**config.mk**
```make
export PLATFORM = sky130hd
export DESIGN_NAME = elevator_scheduler
export DESIGN_NICKNAME = d
export VERILOG_FILES = /design/src/rtl/elevator_scheduler.sv
export SDC_FILE = /design/constraint.sdc
export NUM_CORES = 1
export LEC_CHECK = 0
export BUFFER_PORTS_ARGS = -buffer_cell sky130_fd_sc_hd__buf_4
export CAP_MARGIN = 0
export CORE_AREA = 2 2 59 61
export DETAILED_ROUTE_END_ITERATION = 7
export DIE_AREA = 0 0 61 63
export MAX_ROUTING_LAYER = met4
export PLACE_DENSITY = 0.74
export SLEW_MARGIN = 20
export SYNTH_ARGS = -nofsm -noshare
export SYNTH_HDL_FRONTEND = slang
export SYNTH_SLANG_ARGS = --single-unit
```
**constraint.sdc**
```tcl
create_clock -name clk -period 3.88 [get_ports clk]
set_input_delay 0.582 -clock clk [delete_from_list [all_inputs] [get_ports clk]]
set_output_delay 0.582 -clock clk [all_outputs]
set_load 0.02 [all_outputs]
```
**src/rtl/elevator_scheduler.sv**
```systemverilog
// SCAN-policy sequencer for a single elevator car: latches calls, times travel and door dwell.
// Optional door-hold input enabled by defining ELEVATOR_DOOR_HOLD_EN.
module elevator_scheduler #(
  parameter int unsigned FLOORS        = 6,
  parameter int unsigned TRAVEL_CYCLES = 8,
  parameter int unsigned DOOR_CYCLES   = 4
) (
  input  logic              clk,
  input  logic              reset,
`ifdef ELEVATOR_DOOR_HOLD_EN
  input  logic              door_hold,
`endif
  input  logic [FLOORS-1:0] call_req,
  output logic [FLOORS-1:0] cur_floor,
  output logic [FLOORS-1:0] pending,
  output logic              door_open,
  output logic              moving_up,
  output logic              moving_down,
  output logic              idle
);

  localparam int unsigned TW = $clog2(TRAVEL_CYCLES + 1);
  localparam int unsigned DW = $clog2(DOOR_CYCLES + 1);

  localparam logic [1:0] IDLE      = 2'd0;
  localparam logic [1:0] MOVE_UP   = 2'd1;
  localparam logic [1:0] MOVE_DOWN = 2'd2;
  localparam logic [1:0] DOOR      = 2'd3;

  localparam logic DIR_UP   = 1'b0;
  localparam logic DIR_DOWN = 1'b1;

  logic [1:0]        state_q, state_d;
  logic [FLOORS-1:0] cur_floor_q, cur_floor_d;
  logic [FLOORS-1:0] pending_q, pending_d;
  logic [TW-1:0]     travel_q, travel_d;
  logic [DW-1:0]     door_q, door_d;
  logic              dir_q, dir_d;
  logic [FLOORS-1:0] served;
  logic [FLOORS-1:0] above, below, here;
  logic              hold;

`ifdef ELEVATOR_DOOR_HOLD_EN
  assign hold = door_hold;
`else
  assign hold = 1'b0;
`endif

  function automatic logic [FLOORS-1:0] above_of(input logic [FLOORS-1:0] req,
                                                 input logic [FLOORS-1:0] pos);
    logic [FLOORS-1:0] res;
    logic              seen;
    res  = '0;
    seen = 1'b0;
    for (int i = 0; i < FLOORS; i++) begin
      res[i] = req[i] & seen;
      seen   = seen | pos[i];
    end
    return res;
  endfunction

  function automatic logic [FLOORS-1:0] below_of(input logic [FLOORS-1:0] req,
                                                 input logic [FLOORS-1:0] pos);
    logic [FLOORS-1:0] res;
    logic              seen;
    res  = '0;
    seen = 1'b0;
    for (int i = FLOORS - 1; i >= 0; i--) begin
      res[i] = req[i] & seen;
      seen   = seen | pos[i];
    end
    return res;
  endfunction

  assign above = above_of(pending_q, cur_floor_q);
  assign below = below_of(pending_q, cur_floor_q);
  assign here  = pending_q & cur_floor_q;

  always_comb begin
    state_d     = state_q;
    cur_floor_d = cur_floor_q;
    travel_d    = travel_q;
    door_d      = door_q;
    dir_d       = dir_q;
    served      = '0;
    case (state_q)
      IDLE: begin
        if (|here) begin
          state_d = DOOR;
          door_d  = DW'(DOOR_CYCLES);
          served  = cur_floor_q;
        end else if ((dir_q == DIR_UP && |above) || (dir_q == DIR_DOWN && ~|below && |above)) begin
          state_d  = MOVE_UP;
          travel_d = TW'(TRAVEL_CYCLES);
          dir_d    = DIR_UP;
        end else if (|below) begin
          state_d  = MOVE_DOWN;
          travel_d = TW'(TRAVEL_CYCLES);
          dir_d    = DIR_DOWN;
        end
      end
      MOVE_UP, MOVE_DOWN: begin
        if (travel_q == TW'(1)) begin
          cur_floor_d = (state_q == MOVE_UP) ? (cur_floor_q << 1) : (cur_floor_q >> 1);
          // Only requests already latched decide the stop; later calls wait for a later pass.
          if (|(pending_q & cur_floor_d)) begin
            state_d  = DOOR;
            door_d   = DW'(DOOR_CYCLES);
            travel_d = '0;
            served   = cur_floor_d;
          end else if ((state_q == MOVE_UP   && |above_of(pending_q, cur_floor_d)) ||
                       (state_q == MOVE_DOWN && |below_of(pending_q, cur_floor_d))) begin
            travel_d = TW'(TRAVEL_CYCLES);
          end else begin
            state_d  = IDLE;
            travel_d = '0;
          end
        end else begin
          travel_d = travel_q - TW'(1);
        end
      end
      DOOR: begin
        served = cur_floor_q;
        if (hold || |(call_req & cur_floor_q)) begin
          door_d = DW'(DOOR_CYCLES);
        end else if (door_q == DW'(1)) begin
          state_d = IDLE;
          door_d  = '0;
        end else begin
          door_d = door_q - DW'(1);
        end
      end
      default: state_d = IDLE;
    endcase
    pending_d = (pending_q | call_req) & ~served;
  end

  always_ff @(posedge clk or posedge reset) begin
    if (reset) begin
      state_q     <= IDLE;
      cur_floor_q <= FLOORS'(1);
      pending_q   <= '0;
      travel_q    <= '0;
      door_q      <= '0;
      dir_q       <= DIR_UP;
    end else begin
      state_q     <= state_d;
      cur_floor_q <= cur_floor_d;
      pending_q   <= pending_d;
      travel_q    <= travel_d;
      door_q      <= door_d;
      dir_q       <= dir_d;
    end
  end

  assign cur_floor   = cur_floor_q;
  assign pending     = pending_q;
  assign door_open   = (state_q == DOOR);
  assign moving_up   = (state_q == MOVE_UP);
  assign moving_down = (state_q == MOVE_DOWN);
  assign idle        = (state_q == IDLE) && (pending_q == '0);

`ifndef SYNTHESIS
  a_onehot: assert property (@(posedge clk) disable iff (reset) $onehot(cur_floor_q));
  a_top:    assert property (@(posedge clk) disable iff (reset)
                             (state_q == MOVE_UP) |-> !cur_floor_q[FLOORS-1]);
  a_bottom: assert property (@(posedge clk) disable iff (reset)
                             (state_q == MOVE_DOWN) |-> !cur_floor_q[0]);
`endif

endmodule
```
Word level (Yosys, flattened, before mapping)
Index checks and enable logic that the tools add are counted.
{ "word_totals": {"regBits": 22, "input_bits": 8} }
{ "op_classes": {"add_sub_neg": 2, "eq_ne": 14, "mux": 29, "bitwise_logic": 44, "reduce_logical": 26} }
{ "ops": {"columns": ["op", "count"], "rows": [
  ["6-bit AND", 4],
  ["4-bit 2-to-1 mux", 6],
  ["6-bit 2-to-1 mux", 4],
  ["1-bit AND", 20],
  ["5-bit OR reduction", 4],
  ["6-bit one-hot mux with 3 select lines", 1],
  ["6-bit OR reduction", 3],
  ["2-bit 2-to-1 mux", 8],
  ["1-bit OR", 16],
  ["3-bit 2-to-1 mux", 5],
  ["2-bit != test (second input constant)", 5],
  ["3-bit one-hot mux with 3 select lines", 1],
  ["3-bit AND reduction", 3],
  ["4-bit one-hot mux with 2 select lines", 1],
  ["1-bit logical AND", 6],
  ["6-bit logical NOT", 1],
  ["3-bit != test (second input constant)", 2],
  ["6-bit inverter", 1],
  ["6-bit OR", 1],
  ["2-bit one-hot mux with 3 select lines", 1],
  ["5-bit AND reduction", 1],
  ["2-bit == test (second input constant)", 2],
  ["4-bit by 1-bit == test with 1-bit output (second input constant)", 1],
  ["4-bit != test (second input constant)", 1],
  ["13 further kinds", 17]
]} }

Logic depth before layout (Yosys ltp)
{ "logic_depth": {"ltp_word": 14, "mapped_depth": 9, "mapped_depth_nobuf": 8} }

Worst setup path after synthesis
No wires, ideal clock.
{ "synth_path": {"kind": "flip-flop to flip-flop", "start": "register state_q[1]", "end": "register state_q[1]", "setup_time_ns": 0.125, "arrival_ns": 2.493, "required_ns": 3.755, "path_slack_ns": 1.262, "path_stages_with_launch": 9, "period_less_slack_ns": 2.618, "path_cell_list": "dfrtp_1 > inv_1 > ha_1 > mux2_2 > a222oi_1 > nand2_1 > o31ai_1 > a221o_2 > mux2_4"} }
{ "synth_via": {"elab_chain_len": 12, "word_cells_on_any_way": 40} }
{ "synth_lines": {"columns": ["item", "line_no", "rtl"], "rows": [
  ["start: declaration", "33", "logic [1:0] state_q, state_d;"],
  ["start signal: assignment", "147", "state_q <= state_d;"],
  ["2-bit by 1-bit == test with 1-bit output *", null, null],
  ["net moving_up", "17", "output logic moving_up,"],
  ["6-bit 2-to-1 mux", "104", "cur_floor_d = (state_q == MOVE_UP) ? (cur_floor_q << 1) : (cur_floor_q >> 1);"],
  ["1-bit OR (on tied branches) (4 in series)", "57, 70", null],
  ["1-bit AND (on tied branches)", "56, 69", null],
  ["5-bit OR reduction (on tied branches)", "111, 112", null],
  ["1-bit logical AND (on tied branches)", "111, 112", null],
  ["1-bit logical OR", "111", "end else if ((state_q == MOVE_UP && |above_of(pending_q, cur_floor_d)) ||"],
  ["3-bit != test (no source line)", null, null],
  ["5-bit AND reduction (no source line)", null, null]
]} }
The timed path passes the listed nets; every way through them passes the cells marked *. The select of a mux whose other input is x is not followed.
A chain may end at the register's enable or synchronous reset.

Worst setup path in the final report
{ "layout_path": {"start": "register state_q[1]", "end": "register state_q[1]"} }
{ "layout_via": {"elab_chain_len": 12, "word_cells_on_any_way": 40} }
{ "layout_lines": {"columns": ["item", "line_no"], "rows": [
  ["2-bit by 1-bit == test with 1-bit output", "86, 104, 111"],
  ["6-bit 2-to-1 mux", "104"],
  ["1-bit OR (on tied branches) (4 in series)", "57, 70"],
  ["1-bit AND (on tied branches)", "56, 69"],
  ["5-bit OR reduction (on tied branches)", "111, 112"],
  ["1-bit logical AND (on tied branches)", "111, 112"],
  ["1-bit logical OR", "111"],
  ["3-bit != test (no source line)", null],
  ["5-bit AND reduction (no source line)", null]
]} }
Parallel ways exist; a longest one is shown, timed or not. The select of a mux whose other input is x is not followed.

==> impl_metrics.py <==
metrics = {
    "global_route": {
        "grt_pass1_vias": 1480,
        "grt_pass1_wl_mm": 7.038,
        "grt_start_max_net_pins": 23,
        "grt_usage_pct": 24.74,
        "overflow": 0,
        "antenna_found_initial": 0,
    },
    "final_layout": {
        "areaGrowthSynthToFinish_pct": 10.53,
        "fin_cells": 251,
        "antenna_cells": 0,
        "final_common_cell": "buf_4",
        "drive_gt1_share_pct": 21.46,
        "nets": 223,
        "fill_cells": 294,
        "layout_common_cells": "buf_4, nor2_1, dfrtp_1",
    },
    "die": {
        "die_h_um": 63,
        "chipWidth_um": 61,
        "initial_core_util_pct": 51.84,
        "rows": 21,
        "ios": 24,
        "die-area_sq_mm": 0.003843,
        "coreArea_sq_mm": 0.003232,
    },
    "drt": {
        "dr.pass1.iters": 4,
        "antenna_left": 0,
        "drt-vias-per-instance": 6.195,
        "wl_mm": 4.257,
        "drc": 0,
        "post_drt_wl_per_cell_um": 16.96,
        "num_vias": 1555,
        "drt_iter0_markers": 207,
    },
    "synthesis": {
        "synth.avg_cell_area_sq_um": 8.864,
        "yosysSeqAreaShare_pct": 32.94,
        "yosys_warnings": 0,
        "syn_inst": 189,
        "ys_types": 53,
        "syn_area_sq_mm": 0.001675,
        "synth_ff_type": "dfrtp_1",
        "yosys_register_bits": 22,
        "synth_top_area_share_pct": 31.37,
        "synth_area_leader_cell": "dfrtp_1",
        "ys_async_sr_fraction_pct": 100.0,
        "synth-edff-count": 0,
        "synth_area_leaders": "dfrtp_1, ha_1, mux2_2, nor2_1, a21oi_1",
        "syn-num-nets": 206,
    },
    "critical_path": {
        "path_class": "reg2reg",
        "startpoint_type": "flop",
        "r2r_cells": 8,
        "critPathMaxFanout": 14,
        "r2r_end": "state_q[1]",
        "critPathArrivalTime_ns": 3.27,
        "worst_setup_path_end_kind": "flop",
        "worstPathRequired_ns": 4.10,
        "r2r_setup_slack_ns": 0.83,
        "r2r-start": "state_q[1]",
    },
    "sta": {
        "period_share_pct": 78.52,
        "fin_skew_ns": 0.01110,
        "maxSlewHeadroom_pct": 40.77,
        "finalCriticalPeriod_ns": 3.047,
        "fmax_mhz": 328.2,
        "fin_setup_tns_ns": 0,
        "slew_viol_final": 0,
        "tightest_slew_ns": 0.8874,
        "hold_viol": 0,
        "setup_viol": 0,
        "rsz0062_at_grt": "no",
    },
    "pwr": {
        "finalPower_uw": 356.8,
        "power_density_mw_per_mm2": 192.7,
        "p_leak_nw": 0.8079,
        "vdd_drop_max_mv": 0.1136,
    },
    "clock_network": {
        "clock-sinks": 22,
        "hold_buffers": 0,
        "cts_tree": "done",
        "cts_buffer_depth": 2,
        "clock_latency_ns": 0.32,
        "post_cts_resized": 0,
        "cts_setup_buffers": 0,
        "root_buffer": "clkbuf_4",
        "htreeDepth": 1,
        "cts_buffers": 3,
        "path_clk_slew_ns": 0.14,
    },
    "place": {
        "numPortBuffers": 23,
        "place_inst": 247,
        "post-dp-hpwl_mm": 3.115,
        "gp_congestion": 0.9382,
    },
    "flow_run": {
        "max_cap_violations": 0,
    },
    "min_path": {
        "hold_path.class": "in2async",
    },
    "status": {
        "outcome": "finished, final reports clean",
    },
}
[worst max-delay path, cell delays in order, from the launching register on]
cell and delay [ns]:
dfrtp_1 0.45, inv_1 0.12, ha_1 0.45, mux2_2 0.45, a221oi_1 0.47, nand2_1 0.18, o31ai_1 0.30, a221o_2 0.23
mux2_4 0.30
[routing by layer]
layer	vias to the layer above	GRT usage, %	wire, um
met5	-	-	0
met4	0	8.696	111
met3	14	2.899	254
met2	69	38.44	2083
met1	737	32.86	1809
li1	735	-	-
[how the worst max path moves through the flow]
| stage | startpoint | to | slack, ns | depth (start not counted) |
|---|---|---|---|---|
| finish | state_q[1] | state_q[1] | 0.83 | 8 |
| global route | state_q[1] | state_q[1] | 0.59 | 8 |
| CTS | state_q[1] | state_q[1] | 0.86 | 8 |
| detailed placement | state_q[1] | state_q[1] | 0.89 | 8 |
| global placement | state_q[1] | state_q[1] | 1.03 | 8 |
| floorplan | state_q[1] | state_q[1] | 1.26 | 8 |
[logic make-up (layout without fill, tap and decap cells)]
kind of cell | count (synthesis) | after routing | share of synthesized area [%]
fa+ha+maj | 9 | 9 | 6.722
buf+inv | 22 | 38 | 7.244
mux | 13 | 13 | 8.888
compound gates | 65 | 65 | 26.81
flops | 22 | 22 | 32.94
simple gates | 58 | 58 | 17.40
[where the power goes]
part / internal, mW / switching, mW
logic: 0.00459 / 0.00667
registers: 0.229 / 0.000000000000000380
clock network: 0.0403 / 0.0760
[cell type report]
class | count | area, sq um | share of cell area [%]
inverters | 11 | 41.29 | 2.230
flip-flops and latches | 22 | 551.8 | 29.80
repair buffers | 23 | 172.7 | 9.324
clock buffers | 4 | 26.28 | 1.419
multi-input cells | 145 | 1002 | 54.12
well taps | 46 | 57.56 | 3.108
[synthesized netlist by cell type, types with 2 or more instances]
library cell  number
o2bb2ai_1          3
dfrtp_1           21
and3_2             2
or2_2              2
a21o_1             4
mux2i_1            4
a211o_1            2
a221oi_1           5
clkbuf_2           2
inv_1             11
nor2b_1            2
nand2b_1           3
a22oi_1            7
mux2_2             7
a211oi_1           3
nand2_1           12
nor3_1             3
a21oi_1           15
o21ai_1            2
and3_1             2
nor3b_1            2
o21ai_0            8
mux2_4             2
nor2_1            21
clkbuf_1           3
o31ai_1            3
buf_4              3
nor4_1             2
ha_1               9
[sequential cells by signal, indices dropped and copies added (netlist names)]
name and count:
cur_floor 6, dir_q 1, door_q 3, pending 6, state_q 2, travel_q 4
[stage by stage]
stage | instance area (sq um) | hold WS [ns] | util (%) | setup WS, ns
after floorplan | 1675 | 0.4799 | - | 1.262
after global placement | 1826 | 0.4886 | 56.48 | 1.029
after detailed placement | 1826 | 0.4964 | 56.48 | 0.8893
after CTS | 1852 | 0.4651 | 57.30 | 0.8631
after global routing | 1852 | 0.5051 | 57.30 | 0.5914
final | 1852 | 0.4332 | 57.30 | 0.8335
(Power assumes the default switching activity.)
